==> config.mk <==
export PLATFORM = sky130hd
export DESIGN_NAME = seq_detect_ctrl
export DESIGN_NICKNAME = d
export VERILOG_FILES = /design/src/rtl/seq_detect_ctrl.sv
export SDC_FILE = /design/constraint.sdc
export NUM_CORES = 1
export LEC_CHECK = 0
export CAP_MARGIN = 20
export CORE_MARGIN = 4
export CORE_UTILIZATION = 40
export CTS_BUF_LIST = sky130_fd_sc_hd__clkbuf_16
export DETAILED_ROUTE_END_ITERATION = 10
export PLACE_DENSITY = 0.66
export SLEW_MARGIN = 20
export SYNTH_ARGS = -nofsm -noshare
export SYNTH_HDL_FRONTEND = slang
export SYNTH_SLANG_ARGS = --single-unit
==> constraint.sdc <==
create_clock -name clk -period 2.5 [get_ports clk]
set_input_delay 0.25 -clock clk [delete_from_list [all_inputs] [get_ports clk]]
set_output_delay 0.25 -clock clk [all_outputs]
set_load 0.05 [all_outputs]
==> src/rtl/seq_detect_ctrl.sv <==
// seq_detect_ctrl: programmable serial bit-sequence detector with arm/disarm
// sequencing, saturating match counter and completion flag.
//
// state | meaning
// IDLE  | disarmed, config writable, match_cnt holds last run's result
// RUN   | armed, bits shift into history, matches counted, out pulses
// DONE  | target reached, detection frozen until start or stop
module seq_detect_ctrl #(
   parameter int MAX_LEN = 8,
   parameter int CNT_W   = 8
) (
   input  logic                         clk,
   input  logic                         rst,
   input  logic                         cfg_we,
   input  logic [MAX_LEN-1:0]           cfg_pat,
   input  logic [$clog2(MAX_LEN+1)-1:0] cfg_len,
   input  logic                         cfg_ovl,
   input  logic [CNT_W-1:0]             cfg_target,
   input  logic                         start,
   input  logic                         stop,
   input  logic                         in_valid,
   input  logic                         in,
   output logic                         out,
   output logic [CNT_W-1:0]             match_cnt,
   output logic                         busy,
   output logic                         done,
   output logic                         cfg_err
);

   localparam int LEN_W = $clog2(MAX_LEN+1);
   localparam int LW1   = LEN_W + 1;
   localparam logic [LEN_W-1:0] LEN_MAX = LEN_W'(MAX_LEN);
   localparam logic [CNT_W-1:0] CNT_MAX = '1;

   typedef enum logic [1:0] {
      IDLE = 2'd0,
      RUN  = 2'd1,
      DONE = 2'd2
   } state_t;

   state_t state_q, state_d;

   logic [MAX_LEN-1:0] pat_q;
   logic [LEN_W-1:0]   len_q;
   logic               ovl_q;
   logic [CNT_W-1:0]   target_q;

   logic [MAX_LEN-1:0] hist_q;
   logic [LEN_W-1:0]   fill_q;
   logic [CNT_W-1:0]   match_cnt_q;
   logic               done_q;
   logic               cfg_err_q;

   logic [MAX_LEN-1:0] window;
   logic [MAX_LEN-1:0] len_mask;
   logic [LEN_W-1:0]   fill_inc;
   logic [LEN_W-1:0]   eff_len;
   logic [CNT_W-1:0]   cnt_inc;
   logic               cnt_sat;
   logic               fill_ok;
   logic               match;
   logic               cfg_ok;
   logic               hit_target;
   logic               launch;
   logic               done_d;
   logic               cfg_err_d;

   // Newest bit sits at bit 0, so the pattern's last bit lines up with pat[0].
   assign window = {hist_q[MAX_LEN-2:0], in};

   // Only the low len bits of the window take part in the compare.
   always_comb begin
      len_mask = '0;
      for (int i = 0; i < MAX_LEN; i++) begin
         len_mask[i] = (LEN_W'(i) < len_q);
      end
   end

   assign fill_ok  = ({1'b0, fill_q} + LW1'(1)) >= {1'b0, len_q};
   assign match    = in_valid && fill_ok && (((window ^ pat_q) & len_mask) == '0);
   assign out      = match && (state_q == RUN);

   assign fill_inc = (fill_q == LEN_MAX) ? fill_q : fill_q + LEN_W'(1);
   assign cnt_sat  = (match_cnt_q == CNT_MAX);
   assign cnt_inc  = cnt_sat ? match_cnt_q : match_cnt_q + CNT_W'(1);

   // A saturated counter never "reaches" the target again.
   assign hit_target = (target_q != '0) && !cnt_sat && (cnt_inc == target_q);

   assign cfg_ok  = cfg_we && (state_q != RUN) && (cfg_len != '0) && (cfg_len <= LEN_MAX);
   // A start alongside a valid write arms with the freshly written length.
   assign eff_len = cfg_ok ? cfg_len : len_q;

   // State register.
   always_ff @(posedge clk) begin
      if (!rst) begin
         state_q <= IDLE;
      end else begin
         state_q <= state_d;
      end
   end

   // Next-state, arm/launch decision and pulse requests.
   always_comb begin
      state_d   = state_q;
      launch    = 1'b0;
      done_d    = 1'b0;
      cfg_err_d = cfg_we && !cfg_ok;
      case (state_q)
         IDLE: begin
            if (start) begin
               if (eff_len != '0) begin
                  state_d = RUN;
                  launch  = 1'b1;
               end else begin
                  cfg_err_d = 1'b1;
               end
            end
         end
         RUN: begin
            // stop wins over a match that would have completed the run
            if (stop) begin
               state_d = IDLE;
            end else if (match && hit_target) begin
               state_d = DONE;
               done_d  = 1'b1;
            end
         end
         DONE: begin
            if (stop) begin
               state_d = IDLE;
            end else if (start) begin
               if (eff_len != '0) begin
                  state_d = RUN;
                  launch  = 1'b1;
               end else begin
                  cfg_err_d = 1'b1;
               end
            end
         end
         default: state_d = IDLE;
      endcase
   end

   // Configuration registers, writable only outside RUN.
   always_ff @(posedge clk) begin
      if (!rst) begin
         pat_q    <= '0;
         len_q    <= '0;
         ovl_q    <= 1'b0;
         target_q <= '0;
      end else if (cfg_ok) begin
         pat_q    <= cfg_pat;
         len_q    <= cfg_len;
         ovl_q    <= cfg_ovl;
         target_q <= cfg_target;
      end
   end

   // History, fill level and match counter; invalid cycles leave all of it untouched.
   always_ff @(posedge clk) begin
      if (!rst) begin
         hist_q      <= '0;
         fill_q      <= '0;
         match_cnt_q <= '0;
      end else if (launch) begin
         hist_q      <= '0;
         fill_q      <= '0;
         match_cnt_q <= '0;
      end else if ((state_q == RUN) && in_valid) begin
         if (match) begin
            match_cnt_q <= cnt_inc;
            if (ovl_q) begin
               hist_q <= window;
               fill_q <= fill_inc;
            end else begin
               hist_q <= '0;
               fill_q <= '0;
            end
         end else begin
            hist_q <= window;
            fill_q <= fill_inc;
         end
      end
   end

   // One-cycle status pulses.
   always_ff @(posedge clk) begin
      if (!rst) begin
         done_q    <= 1'b0;
         cfg_err_q <= 1'b0;
      end else begin
         done_q    <= done_d;
         cfg_err_q <= cfg_err_d;
      end
   end

   assign match_cnt = match_cnt_q;
   assign busy      = (state_q == RUN);
   assign done      = done_q;
   assign cfg_err   = cfg_err_q;

endmodule
==> reports/summary.txt <==
Overflow after GRT: 0
Worst Tran Pin Value: 0.503 ns
Worst-path clk slew: 0.06 ns
Flops & latches, synth: 44
Clock Path Buffers: 2
Cell variety after synth: 46
Post-synth EDFFs: 0
Hold Path Class: reg -> reg
Max Cap Viol: 0
Max Slew Vio Count: 0
Post-Synth XOR/XNOR Area: 0.0814
# fillers: 572
Hold worst-path end: hist_q[6]
Hold path cells: 2
Largest family of logic cells by synthesized area: simple AND/OR/NAND/NOR gates
Placer Congestion: 0.909
Clock sinks: 44
Startpoint Class: register
Crit share post-route: 1.02
Die area: 7510 um2
Ratio of cells with drive above 1 in the final layout: 0.173
Synth top area share: 0.356
VDD IR max: 0.352 mV
Commonest cells after routing, fill and taps aside: dfxtp_1, clkdlybuf4s50_1, nand2_1
Pwr dens: 556 nW/um2
# DRC: 0
Post-synthesis mux area share: 0.0935
Crit path max fanout: 2
Clock Skew: 0.00406 ns
Fin worst setup slack: -0.0438 ns
Vias: 2,063
DRT iter0 DRCs: 160
Seq. cell area: 883 um2
R2r endpoint: state_q[0]
Min-delay src: hist_q[6]
Drt total wl: 5570 um
Ant diodes: 0
Maximum clock rate: 393 MHz
Largest cells by area after synthesis: dfxtp_1, mux2i_1, nor2b_1
Die Y: 86.7 um
Status: finished with violations
Tot GR Track Use: 0.153
Clock latency on the worst-skew pair: 0.28 ns
Max_slew headroom: 0.664
Crit end category: output port
Routed wire per std cell: 13.9 um
Hold slack: 0.482 ns
Remaining antenna violation count after routing: 0
Syn Inst Count: 275
Commonest non-fill, non-tap cell in the layout: dfxtp_1
Synth area leader: dfxtp_1
Clock Root Buffer: clkbuf_16
Die X: 86.7 um
Yosys warnings: 0
CP arrival: 2.29 ns
Port bufs: 39
Crit path from: len_q[0]
Violated checks: setup timing
RSZ-0062 raised after global routing: yes
Global-route wire length before repair: 9150 um
Fin Setup TNS: -0.0438 ns
Post-synthesis compound-gate area fraction: 0.142
Tmin final: 2.54 ns
# nets final: 360
Core area: 5960 um2
Count of final hold-check violations: 0
R2r setup slk: 0.06 ns
Setup violators final: 1
Initial Utilization: 0.416
Via density: 5.17
Synth Area per Inst: 9.00 um2
WS Path Type: reg -> out
R2R Path Start: len_q[0]
Post-Synth Simple-Gate Area: 0.253
Initial antenna violation count: 0
Async set-reset flop share out of synthesis: 0
Synth Flop Type: dfxtp_1
IO Pins: 40
Area Overhead vs Synth: 29.9%
Mapped cell area: 2470 um2
H-Tree Depth: 2
Synth Area in Adders: 0.0354
DRT Pass-1 Iters: 4
CTS buffer count: 5
Area of the multi-input gates: 1510 um2
HPWL after DPL: 4140 um
Pin count of the biggest net entering global routing: 23
Number of cells on the worst reg-to-reg path: 9
Seq/Total Area, Yosys: 0.356
Syn nets: 310
CP required: 2.25 ns
CTS tree: built
Number of global-route vias before repair: 1,969
Hold-fix buffer count after cts: 0
Site Rows: 28
P_leak: 1.27 nW
[what timing repair did]
item	in CTS	in global routing
pin swaps	3	13
endpoints found under the hold margin	0	0
resized for setup	4	4
gates cloned	0	0
setup buffers	2	1
endpoints found under the setup margin	14	20
[critical path, stage by stage, from the launching register on]
cell and delay [ns]:
dfxtp_2 0.31, or4b_4 0.54, a2111oi_4 0.37, a21oi_2 0.09, a2bb2oi_2 0.15, buf_6 0.13, nor4_4 0.13, buf_6 0.15
buf_12 0.13
[cells in the mapped netlist, drive strengths merged, types with 2 or more instances]
master and n:
nand2 25, dfxtp 44, ha 7, or4 2
nor3b 2, nor3 8, inv 9, clkbuf 10
a311oi 3, nor2b 22, buf 4, a211oi 3
nand3 16, mux2i 22, o21ai 9, xor2 8
a21oi 20, nor4 5, nor2 14, xnor2 15
nand2b 2, a31oi 4, and3 4, nand4 2
[cell type report]
type	instances	share of cell area
well taps	75	0.0292
multi-input cells	208	0.468
flip-flops and latches	44	0.275
clock inverters	1	0.00934
clock buffers	5	0.0389
inverters	9	0.0105
repair buffers	57	0.169
[logic make-up (layout without fill, tap and decap cells)]
group | count (synthesis) | in the layout
AND/OR/NAND/NOR | 108 | 108
AO/OA/AOI/OAI | 47 | 47
flip-flops | 44 | 44
XOR/XNOR | 23 | 23
multiplexers | 23 | 23
buffers and inverters | 23 | 72
adder cells (fa/ha/maj) | 7 | 7
[flip-flops by register name, indices dropped and copies added (netlist names)]
signal,cells
len_q,4
hist_q,7
fill_q,4
done,1
match_cnt,8
target_q,8
cfg_err,1
pat_q,8
ovl_q,1
state_q,2
[where the power goes]
part	switching, W	total, W	internal (W)
Combinational	0.000169	0.000327	0.000158
Sequential	0.0000208	0.000749	0.000728
Clock	0.000252	0.000712	0.000460
[per-layer routing]
metal	vias to the layer above	GRT usage	wire length (um)
met1	941	0.219	2880
met3	10	0.0276	214
li1	1063	-	-
met2	49	0.232	2370
met5	-	0	0
met4	0	0.0524	102
[how the worst max path moves through the flow]
stage / endpoint / slack (ns) / depth (start not counted)
after global routing: out / -0.14 / 8
after floorplan: match_cnt[4] / -0.15 / 7
after detailed placement: fill_q[1] / -0.12 / 9
after global placement: fill_q[1] / -0.07 / 9
final: out / -0.04 / 8
after CTS: out / -0.1 / 8
[per-stage QoR]
step | setup WS, ns | util | power, W | cells | cell area, um2
finish | -0.0438 | 0.540 | 0.00179 | 399 | 3210
global route | -0.140 | 0.540 | 0.00186 | 399 | 3210
CTS | -0.0967 | 0.537 | 0.00180 | 398 | 3200
detailed placement | -0.116 | 0.507 | 0.00108 | 390 | 3020
global placement | -0.0663 | 0.507 | 0.00108 | 390 | 3020
floorplan | -0.151 | - | 0.000973 | 275 | 2470
Note: power is estimated with default switching activity, not from simulation.
==> RTL edit, RTL diff (same flow settings) <==
Encoding of `state_t`: now one-hot (3 bits for 3 states).
--- a/src/rtl/seq_detect_ctrl.sv
+++ b/src/rtl/seq_detect_ctrl.sv
@@ -32,10 +32,10 @@
    localparam logic [LEN_W-1:0] LEN_MAX = LEN_W'(MAX_LEN);
    localparam logic [CNT_W-1:0] CNT_MAX = '1;
 
-   typedef enum logic [1:0] {
-      IDLE = 2'd0,
-      RUN  = 2'd1,
-      DONE = 2'd2
+   typedef enum logic [2:0] {
+      IDLE = 3'b001,
+      RUN  = 3'b010,
+      DONE = 3'b100
    } state_t;
 
    state_t state_q, state_d;
Behaviour: no difference found for any inputs over 4 cycles, from zero or initial values and one cycle with rst low; so few cycles prove little.
==> RTL edit against the unedited design <==
  * Sequential cell count is 1 higher
  * Area after synthesis is 4.1% higher
  * Power is 8.9% lower
  * Routed wire length is 5.8% higher
  * Fmax is 4.8% higher
  * Final area is 3.9% higher
  * First-iteration DRC count is 71% lower
  * Via count is 9.4% higher
  * Worst setup slack better by 0.12 ns
  * Global-route usage is 1.5 points higher
  * Die area is 3.7% higher
==> RTL edit: results (changes against the unedited design) <==
- The class of the most critical hold timing path is flip-flop to flip-flop.
- The via density per instance was 5.33 (+3.2%).
- By area the synthesized netlist is led by sky130_fd_sc_hd__dfxtp_1 (35%), sky130_fd_sc_hd__mux2i_1 (9.3%), sky130_fd_sc_hd__nor2b_1 (5.6%).
- The number of nets produced by synthesis is 328 (+5.8%).
- The detailed router's first-iteration violation count is 46 (-71%).
- Sorting the synthesized cells by how often they occur yields sky130_fd_sc_hd__dfxtp_1 (45), sky130_fd_sc_hd__nand2_1 (36), sky130_fd_sc_hd__mux2i_1 (24), sky130_fd_sc_hd__nor2b_1 (23), sky130_fd_sc_hd__a21oi_1 (16).
- The TritonCTS buffer count is 5 (unchanged).
- The antenna diode count was 0 (unchanged).
- The initial antenna violation count is 0 (unchanged).
- The relative slew slack is 0.670 (+0.00611).
- The number of placed instances with taps included is 414 (+6.2%).
- The pin count of the biggest net entering global routing is 22 (-4.3%).
- The number of I/O port buffers is 39 (unchanged).
- The via count came to 2256 (+9.4%).
- The static leakage power is 1.34 nW (+5.9%).
- The final worst clock skew is 0.00662 ns (+0.00256 ns).
- The largest vdd supply drop was 368 µV (+4.5%).
- In this run the clock root is driven by a sky130_fd_sc_hd__clkbuf_16.
- The number of levels the H-tree was split into is 2 (unchanged).
- The final net count came to 382 (+6.1%).
- The buffer depth of the longest clock path is 2 (unchanged).
- The synthesis warning total was 0 (unchanged).
- In this design, the largest share of critical-path delay is due to simple AND/OR/NAND/NOR gates.
- The clock insertion delay at the later pin of the skew report is 0.28 ns (about the same).
- The last weighted congestion value of the routability-driven placer is 0.830 (-8.7%).
- The data required time of the worst path is 2.25 ns (about the same).
- The clock transition at the registers of the reported paths is 0.06 ns (about the same).
- The run finished with clean final reports.
- The largest driver fanout on the critical path is 3 (+1).
- The detailed-routing iteration count for the pre-antenna-repair pass is 4 (unchanged).
- The layout cell share with drive strength beyond 1 came to 0.138 (-0.0349).
- The overall global routing resource usage came to 0.168 (+0.0153).
- The total internal power came to 1.24 mW (-7.9%).
- The share of synthesized flip-flops with an asynchronous set or reset is 0 (unchanged).
- The detail-routed net length per standard cell came to 13.9 µm (-0.25%).
- The critical path's largest stage delay is about 0.53 ns.
- The first-pass GRT wire length came to 10500 µm (+14%).
- The post-DP HPWL is 4610 µm (+11%).
- The setup slack at placement came to 0.0663 ns (+0.182 ns).
- The synthesized netlist cell count is 293 (+6.5%).
- Among all stages on the critical path, the largest delay is contributed by sky130_fd_sc_hd__or4_4.
- The fraction of the yosys area taken by sequential cells is 0.350 (-0.00623).
- The number of fill cells in the layout is 589 (+3.0%).
- The number of distinct library cells after synthesis is 56 (+22%).
[RTL edit: what timing repair did]
item	in CTS	in global routing
setup endpoints to repair	1	13
gates resized for setup	1	5
hold buffers	0	0
buffers inserted	1	0
gates cloned	0	0
pin swaps	1	1
hold endpoints to repair	0	0
[RTL edit: layout make-up]
| class | instances | area (µm²) | share of cell area |
|---|---|---|---|
| timing repair buffer | 60 | 571 | 0.171 |
| inverter | 9 | 33.8 | 0.0101 |
| clock inverter | 3 | 15.0 | 0.00449 |
| clock buffer | 5 | 125 | 0.0375 |
| sequential | 45 | 905 | 0.271 |
| tap | 75 | 93.8 | 0.0281 |
| multi-input combinational | 226 | 1600 | 0.478 |
[RTL edit: final timing paths]
kind                                 from  slack [ns]        end  depth (start not counted)
worst max register to register  fill_q[1]        0.13  fill_q[2]                         10
worst min-delay path            hist_q[6]        0.47  hist_q[6]                          2
worst max-delay path             len_q[1]        0.07        out                          6
worst min register to register  hist_q[6]        0.47  hist_q[6]                          2
[RTL edit: cell families after synthesis]
kind of cell / count (synthesis) / share of synthesized area
flops: 45 / 0.350
mux: 24 / 0.0932
compound gates: 55 / 0.156
xor+xnor: 22 / 0.0748
fa+ha+maj: 7 / 0.0340
buf+inv: 22 / 0.0355
simple gates: 118 / 0.256
[RTL edit: metal layers]
layer	share of wire	track usage	vias to the layer above	wire [µm]
met3	0.039	0.0298	4	229
met5	0	0	-	0
met1	0.44	0.207	1051	2590
li1	-	-	1159	-
met2	0.52	0.305	42	3030
met4	0.0066	0.0412	0	39
[RTL edit: through the flow]
| step | utilization | area (µm²) | power, mW |
|---|---|---|---|
| global route | 0.548 | 3340 | 1.71 |
| global placement | 0.521 | 3180 | 1.01 |
| CTS | 0.546 | 3330 | 1.65 |
| detailed placement | 0.521 | 3180 | 1.02 |
| floorplan | - | 2580 | 0.913 |
| finish | 0.548 | 3340 | 1.63 |
[RTL edit: worst register-to-register path: cells and delay by family (launching register included)]
kind,cells,cell delay [ns]
fa+ha+maj,2,0.55
buf+inv,2,0.22
simple gates,2,0.63
compound gates,4,0.48
flops,1,0.37
[RTL edit: power by group through the flow]
stage	registers, mW	clock network (mW)	logic, mW
after detailed placement	0.777	0	0.241
after global placement	0.777	0	0.238
after global routing	0.764	0.676	0.269
after CTS	0.761	0.646	0.244
final	0.762	0.624	0.243
after floorplan	0.777	0	0.136
